===== src/rtl/axi_sram_bridge.sv =====
// axi_sram_bridge: AXI4 slave serving one AW/W/B or AR/R burst at a time on a single-port SRAM.
// Define AXI_WRAP_BURST_EN to support WRAP bursts; otherwise WRAP behaves as INCR.
module axi_sram_bridge #(
  parameter int AXI_AW  = 32,
  parameter int WL_ADDR = 8,
  parameter int WL_DATA = 32,
  parameter int ID_W    = 4
) (
  input  logic               clk,
  input  logic               rst,
  input  logic [ID_W-1:0]    s_awid,
  input  logic [AXI_AW-1:0]  s_awaddr,
  input  logic [7:0]         s_awlen,
  input  logic [1:0]         s_awburst,
  input  logic               s_awvalid,
  output logic               s_awready,
  input  logic [WL_DATA-1:0] s_wdata,
  input  logic               s_wlast,
  input  logic               s_wvalid,
  output logic               s_wready,
  output logic [ID_W-1:0]    s_bid,
  output logic [1:0]         s_bresp,
  output logic               s_bvalid,
  input  logic               s_bready,
  input  logic [ID_W-1:0]    s_arid,
  input  logic [AXI_AW-1:0]  s_araddr,
  input  logic [7:0]         s_arlen,
  input  logic [1:0]         s_arburst,
  input  logic               s_arvalid,
  output logic               s_arready,
  output logic [ID_W-1:0]    s_rid,
  output logic [WL_DATA-1:0] s_rdata,
  output logic [1:0]         s_rresp,
  output logic               s_rlast,
  output logic               s_rvalid,
  input  logic               s_rready,
  output logic [WL_ADDR-1:0] sram_addr,
  output logic [WL_DATA-1:0] sram_wdata,
  output logic               sram_ena,
  input  logic [WL_DATA-1:0] sram_rdata
);
  localparam int LSB = $clog2(WL_DATA / 8);
  typedef enum logic [2:0] {IDLE, WR_DATA, WR_RESP, RD_ADDR, RD_DATA} state_t;
  state_t             state_q;
  logic [ID_W-1:0]    id_q;
  logic [WL_ADDR-1:0] addr_q, addr_d;
  logic [7:0]         len_q, cnt_q;
  logic [1:0]         burst_q;
  logic               err_q, last_rd_q;
  logic               aw_go, ar_go, w_hs, r_hs, last, aw_err, ar_err, unused_addr;
  assign unused_addr = ^{s_awaddr, s_araddr};
  // Round-robin: on contention the side not served last wins
  assign aw_go = state_q == IDLE && s_awvalid && (!s_arvalid || last_rd_q);
  assign ar_go = state_q == IDLE && s_arvalid && !aw_go;
  assign w_hs  = state_q == WR_DATA && s_wvalid;
  assign r_hs  = state_q == RD_DATA && s_rready;
  assign last  = cnt_q == len_q;
`ifdef AXI_WRAP_BURST_EN
  function automatic logic wrap_ok(input logic [7:0] l);
    return l == 8'd1 || l == 8'd3 || l == 8'd7 || l == 8'd15;
  endfunction
  logic [WL_ADDR-1:0] wmask;
  assign wmask  = WL_ADDR'(len_q);
  assign aw_err = s_awburst == 2'b10 && !wrap_ok(s_awlen);
  assign ar_err = s_arburst == 2'b10 && !wrap_ok(s_arlen);
  assign addr_d = burst_q == 2'b00 ? addr_q :
                  (burst_q == 2'b10 && wrap_ok(len_q)) ? (addr_q & ~wmask) | ((addr_q + WL_ADDR'(1)) & wmask) :
                  addr_q + WL_ADDR'(1);
`else
  assign aw_err = 1'b0;
  assign ar_err = 1'b0;
  assign addr_d = burst_q == 2'b00 ? addr_q : addr_q + WL_ADDR'(1);
`endif
  // Readies are masked during reset so nothing is granted while rst is low
  assign s_awready  = rst && aw_go;
  assign s_arready  = rst && ar_go;
  assign s_wready   = state_q == WR_DATA;
  assign s_bvalid   = state_q == WR_RESP;
  assign s_bid      = id_q;
  assign s_bresp    = {err_q, 1'b0};
  assign s_rvalid   = state_q == RD_DATA;
  assign s_rid      = id_q;
  assign s_rdata    = sram_rdata;
  assign s_rresp    = {err_q, 1'b0};
  assign s_rlast    = s_rvalid && last;
  assign sram_ena   = w_hs;
  assign sram_wdata = s_wdata;
  // Presenting the next address on a read handshake keeps one beat per cycle
  assign sram_addr  = r_hs ? addr_d : addr_q;
  always_ff @(posedge clk or negedge rst) begin
    if (!rst) begin
      state_q   <= IDLE;
      id_q      <= '0;
      addr_q    <= '0;
      len_q     <= '0;
      cnt_q     <= '0;
      burst_q   <= '0;
      err_q     <= 1'b0;
      last_rd_q <= 1'b1;
    end else begin
      case (state_q)
        IDLE: begin
          if (aw_go) begin
            state_q   <= WR_DATA;
            id_q      <= s_awid;
            addr_q    <= s_awaddr[LSB +: WL_ADDR];
            len_q     <= s_awlen;
            burst_q   <= s_awburst;
            cnt_q     <= '0;
            err_q     <= aw_err;
            last_rd_q <= 1'b0;
          end else if (ar_go) begin
            state_q   <= RD_ADDR;
            id_q      <= s_arid;
            addr_q    <= s_araddr[LSB +: WL_ADDR];
            len_q     <= s_arlen;
            burst_q   <= s_arburst;
            cnt_q     <= '0;
            err_q     <= ar_err;
            last_rd_q <= 1'b1;
          end
        end
        WR_DATA: begin
          if (s_wvalid) begin
            addr_q <= addr_d;
            if (s_wlast != last) err_q <= 1'b1;
            if (last) state_q <= WR_RESP;
            else cnt_q <= cnt_q + 8'd1;
          end
        end
        WR_RESP: if (s_bready) state_q <= IDLE;
        RD_ADDR: state_q <= RD_DATA;
        RD_DATA: begin
          if (s_rready) begin
            addr_q <= addr_d;
            if (last) state_q <= IDLE;
            else cnt_q <= cnt_q + 8'd1;
          end
        end
        default: state_q <= IDLE;
      endcase
    end
  end
endmodule


===== config.mk =====
export PLATFORM = sky130hd
export DESIGN_NAME = axi_sram_bridge
export DESIGN_NICKNAME = d
export VERILOG_FILES = /design/src/rtl/axi_sram_bridge.sv
export SDC_FILE = /design/constraint.sdc
export NUM_CORES = 1
export LEC_CHECK = 0
export ABC_AREA = 1
export CORE_MARGIN = 3
export CORE_UTILIZATION = 32
export CTS_CLUSTER_DIAMETER = 200
export DETAILED_ROUTE_END_ITERATION = 12
export PLACE_DENSITY = 0.78
export SYNTH_ARGS = -nofsm -noshare
export SYNTH_HDL_FRONTEND = slang
export SYNTH_SLANG_ARGS = --single-unit

===== constraint.sdc =====
create_clock -name clk -period 1.8 [get_ports clk]
set_input_delay 0.18 -clock clk [delete_from_list [all_inputs] [get_ports clk]]
set_output_delay 0.18 -clock clk [all_outputs]
set_load 0.01 [all_outputs]

==> impl_metrics.py <==
metrics = {
    "layout": {
        "antenna_cells": 0,
        "layout-drive-gt1-share_pct": 31.7,
        "finish.utilization_pct": 43.9,
        "area_growth_pct": 31.5,
        "final_design_area_no_fill_um2": 3860,
        "design.final.nets": 629,
    },
    "routing": {
        "routed_via_density": 4.82,
        "first_iter_violations": 106,
        "drt_pass1_iterations": 4,
        "drt_drc_violations_left": 0,
        "routed_length_per_placed_instance_um": 14.3,
        "via_count": 2755,
        "routed_wl_mm": 8.18,
        "route.antenna.remaining_nets": 0,
    },
    "die": {
        "start_util_pct": 33.4,
        "die-area_um2": 10400,
        "coreArea_um2": 8810,
        "num_rows": 34,
        "boundaryPins": 255,
        "die_h_um": 102,
        "horizontal_die_dimension_um": 102,
    },
    "min_path": {
        "hold-path-cell-count": 0,
        "hold_path.class": "input pin to output port",
        "hold-path-endpoint": "s_rdata[0]",
        "hold_path_startpoint": "sram_rdata[0]",
    },
    "timing": {
        "maxSlewViolCount": 0,
        "setup_total_negative_slack_ns": -0.361,
        "min_period_ns": 1.89,
        "rsz0062_at_grt": "yes",
        "achievable-frequency_mhz": 530,
        "worst_slack_ns": -0.0860,
        "timing.final.setup_violations": 6,
        "hold_viol_final": 0,
        "finalClockSkew_ns": 0.00794,
        "timing.final.crit_share_pct": 105,
    },
    "setup_path": {
        "cp_max_fo": 2,
        "register_to_register_setup_slack_ns": 0.10,
        "cp.arrival_ns": 1.71,
        "critPathCaptureType": "output port",
        "required_ns": 1.62,
        "crit_path_cell_trace": "ha_2 > inv_2 > nor3_4 > buf_4 > nand2_2 > xor2_2 > nand2_1 > o21ai_1 > buf_2",
        "max_stage_delay_ns": 0.37,
        "worst-setup-path-type": "register to output port",
        "r2r_cells": 9,
        "setup.worst_path.start_class": "register",
        "regToRegEndpoint": "addr_q[0]",
        "critPathSlowestCell": "sky130_fd_sc_hd__dfrtp_1",
        "r2r_start": "state_q[0]",
    },
    "clocking": {
        "tritoncts": "done",
        "clk_path_buf_depth": 2,
        "cts.reportedPaths.clkPinSlew_ns": 0.07,
        "clk_root_buffer_cell": "sky130_fd_sc_hd__clkbuf_8",
        "insertion_delay_ns": 0.29,
        "level_count_of_the_clock_h_tree": 2,
        "cts_inserted_buffers": 5,
        "clkSinkCount": 35,
    },
    "global_routing": {
        "grt_first_pass_wirelength_mm": 12.5,
        "maximum_number_of_pins_on_one_net_before_global_route_repair": 36,
        "grt_pass1_vias": 2799,
        "total_grt_usage_pct": 15.3,
        "antenna_violations_before_repair": 0,
        "gr-total-overflow": 0,
    },
    "synth": {
        "synth_top_cells_by_area": "sky130_fd_sc_hd__dfrtp_1 (29%), sky130_fd_sc_hd__buf_4 (18%), sky130_fd_sc_hd__nand2_1 (11%), sky130_fd_sc_hd__inv_1 (4.1%), sky130_fd_sc_hd__nor2_1 (4.1%)",
        "cell_variety_after_synth": 34,
        "gate_count_of_the_mapped_netlist": 403,
        "yosysTopAreaCell": "sky130_fd_sc_hd__dfrtp_1",
        "synth_most_common_cell": "sky130_fd_sc_hd__nand2_1",
        "ys_seq_elements": 35,
        "ys_async_sr_fraction_pct": 100,
        "synth_area_per_inst_um2": 7.29,
        "seq_area_frac_synth_pct": 29.8,
        "synth_warnings": 0,
        "ys_top_cells_by_count": "sky130_fd_sc_hd__nand2_1 (86), sky130_fd_sc_hd__buf_4 (72), sky130_fd_sc_hd__dfrtp_1 (34)",
        "dominantRegCellSynth": "sky130_fd_sc_hd__dfrtp_1",
        "synth-edff-count": 0,
        "synth.cell_area_um2": 2940,
        "synth_top_area_share_pct": 28.9,
    },
    "placed_design": {
        "numPortBuffers": 76,
        "post_dp_cell_area_um2": 3520,
        "dpl.hpwl_mm": 5.63,
        "pre_cts_slack_ns": -0.290,
        "place.gp.congestion": 0.821,
    },
    "pwr": {
        "total_power_mw": 6.01,
        "p_per_area_nw_per_um2": 1550,
        "lkg_pwr_nw": 1.85,
        "vdd_ir_drop_max_mv": 0.934,
    },
    "outcome": {
        "outcome": "finished, violations left",
        "failed_checks": "setup timing",
    },
    "run": {
        "maxCapViolations": 0,
    },
}
[state kept, by name, indices dropped and copies added (netlist names)]
name,cells
len_q,8
last_rd_q,1
burst_q,2
state_q,3
addr_q,8
cnt_q,8
s_bid,4
err_q,1
[power breakdown]
part | switching (mW) | internal, mW
Combinational | 2.23 | 1.86
Clock | 0.286 | 0.272
Sequential | 0.240 | 1.12
Total | 2.76 | 3.25
[metrics by stage]
step / std cells / hold slack [ns]
2_1_floorplan: 404 / -0.116
3_3_place_gp: 542 / 0.268
3_5_place_dp: 542 / 0.265
4_1_cts: 569 / 0.360
5_1_grt: 572 / 0.360
6_report: 572 / 0.360
[how the worst max path moves through the flow]
stage                     slack [ns]           end        from
after floorplan                 0.30  sram_addr[4]  state_q[0]
after global placement         -0.21  sram_addr[6]   addr_q[0]
after detailed placement       -0.29  sram_addr[6]   addr_q[0]
after CTS                      -0.13  sram_addr[6]   addr_q[1]
after global routing           -0.21  sram_addr[6]   addr_q[0]
final                          -0.09  sram_addr[4]   addr_q[0]
[area by class of cell]
| class | instances | area (um^2) |
|---|---|---|
| Fill cell | 848 | 4940 |
| Multi-Input combinational cell | 248 | 1450 |
| Timing Repair Buffer | 133 | 1160 |
| Sequential cell | 35 | 878 |
| Inverter | 40 | 158 |
| Tap cell | 108 | 135 |
| Clock buffer | 7 | 76.3 |
| Clock inverter | 1 | 5.00 |
[per-layer routing]
layer / share of wire, % / wire length, um / global-route usage [%]
met5: 0 / 0 / 0
met4: 3.1 / 254 / 7.77
met3: 8.8 / 720 / 4.57
met2: 49 / 3990 / 26.1
met1: 39 / 3210 / 17.5
[critical path: cells and delay by family (launching register included)]
| kind | cells | cell delay, ns |
|---|---|---|
| flip-flops | 1 | 0.37 |
| buffers and inverters | 3 | 0.33 |
| AND/OR/NAND/NOR | 3 | 0.32 |
| adder cells (fa/ha/maj) | 1 | 0.19 |
| XOR/XNOR | 1 | 0.14 |
| AO/OA/AOI/OAI | 1 | 0.06 |
[cell families after synthesis]
family                     synth area share, %
and+or+nand+nor                           28.1
buffers and inverters                     25.5
AOI/OAI and AO/OA                         11.9
DFF                                       29.8
xor gates and xnor gates                  3.28
adders and majority gates                0.851
other                                    0.128
muxes                                    0.341
[layout by cell type (no fill, tap or decap), drive strengths merged]
| master | n |
|---|---|
| a21oi | 7 |
| and3 | 1 |
| buf | 67 |
| clkbuf | 8 |
| clkdlybuf4s50 | 60 |
| clkinv | 1 |
| conb | 2 |
| dfrtp | 34 |
| dfstp | 1 |
| dlygate4sd2 | 3 |
| dlygate4sd3 | 1 |
| dlymetal6s2s | 1 |
| ha | 2 |
| inv | 40 |
| mux2i | 1 |
| nand2 | 101 |
| nand3 | 18 |
| nand3b | 2 |
| nand4 | 3 |
| nor2 | 41 |
| nor3 | 3 |
| o211ai | 4 |
| o21ai | 40 |
| o22ai | 7 |
| or2 | 5 |
| xnor2 | 3 |
| xor2 | 8 |
[timing repair]
item	4_1_cts	5_1_grt
setup buffers	19	5
gates cloned	0	0
pin swaps	10	16
endpoints found under the setup margin	14	16
gates resized for setup	66	27
hold buffers	1	0
hold endpoints to repair	34	0
Power figures use the tool's default switching activity.
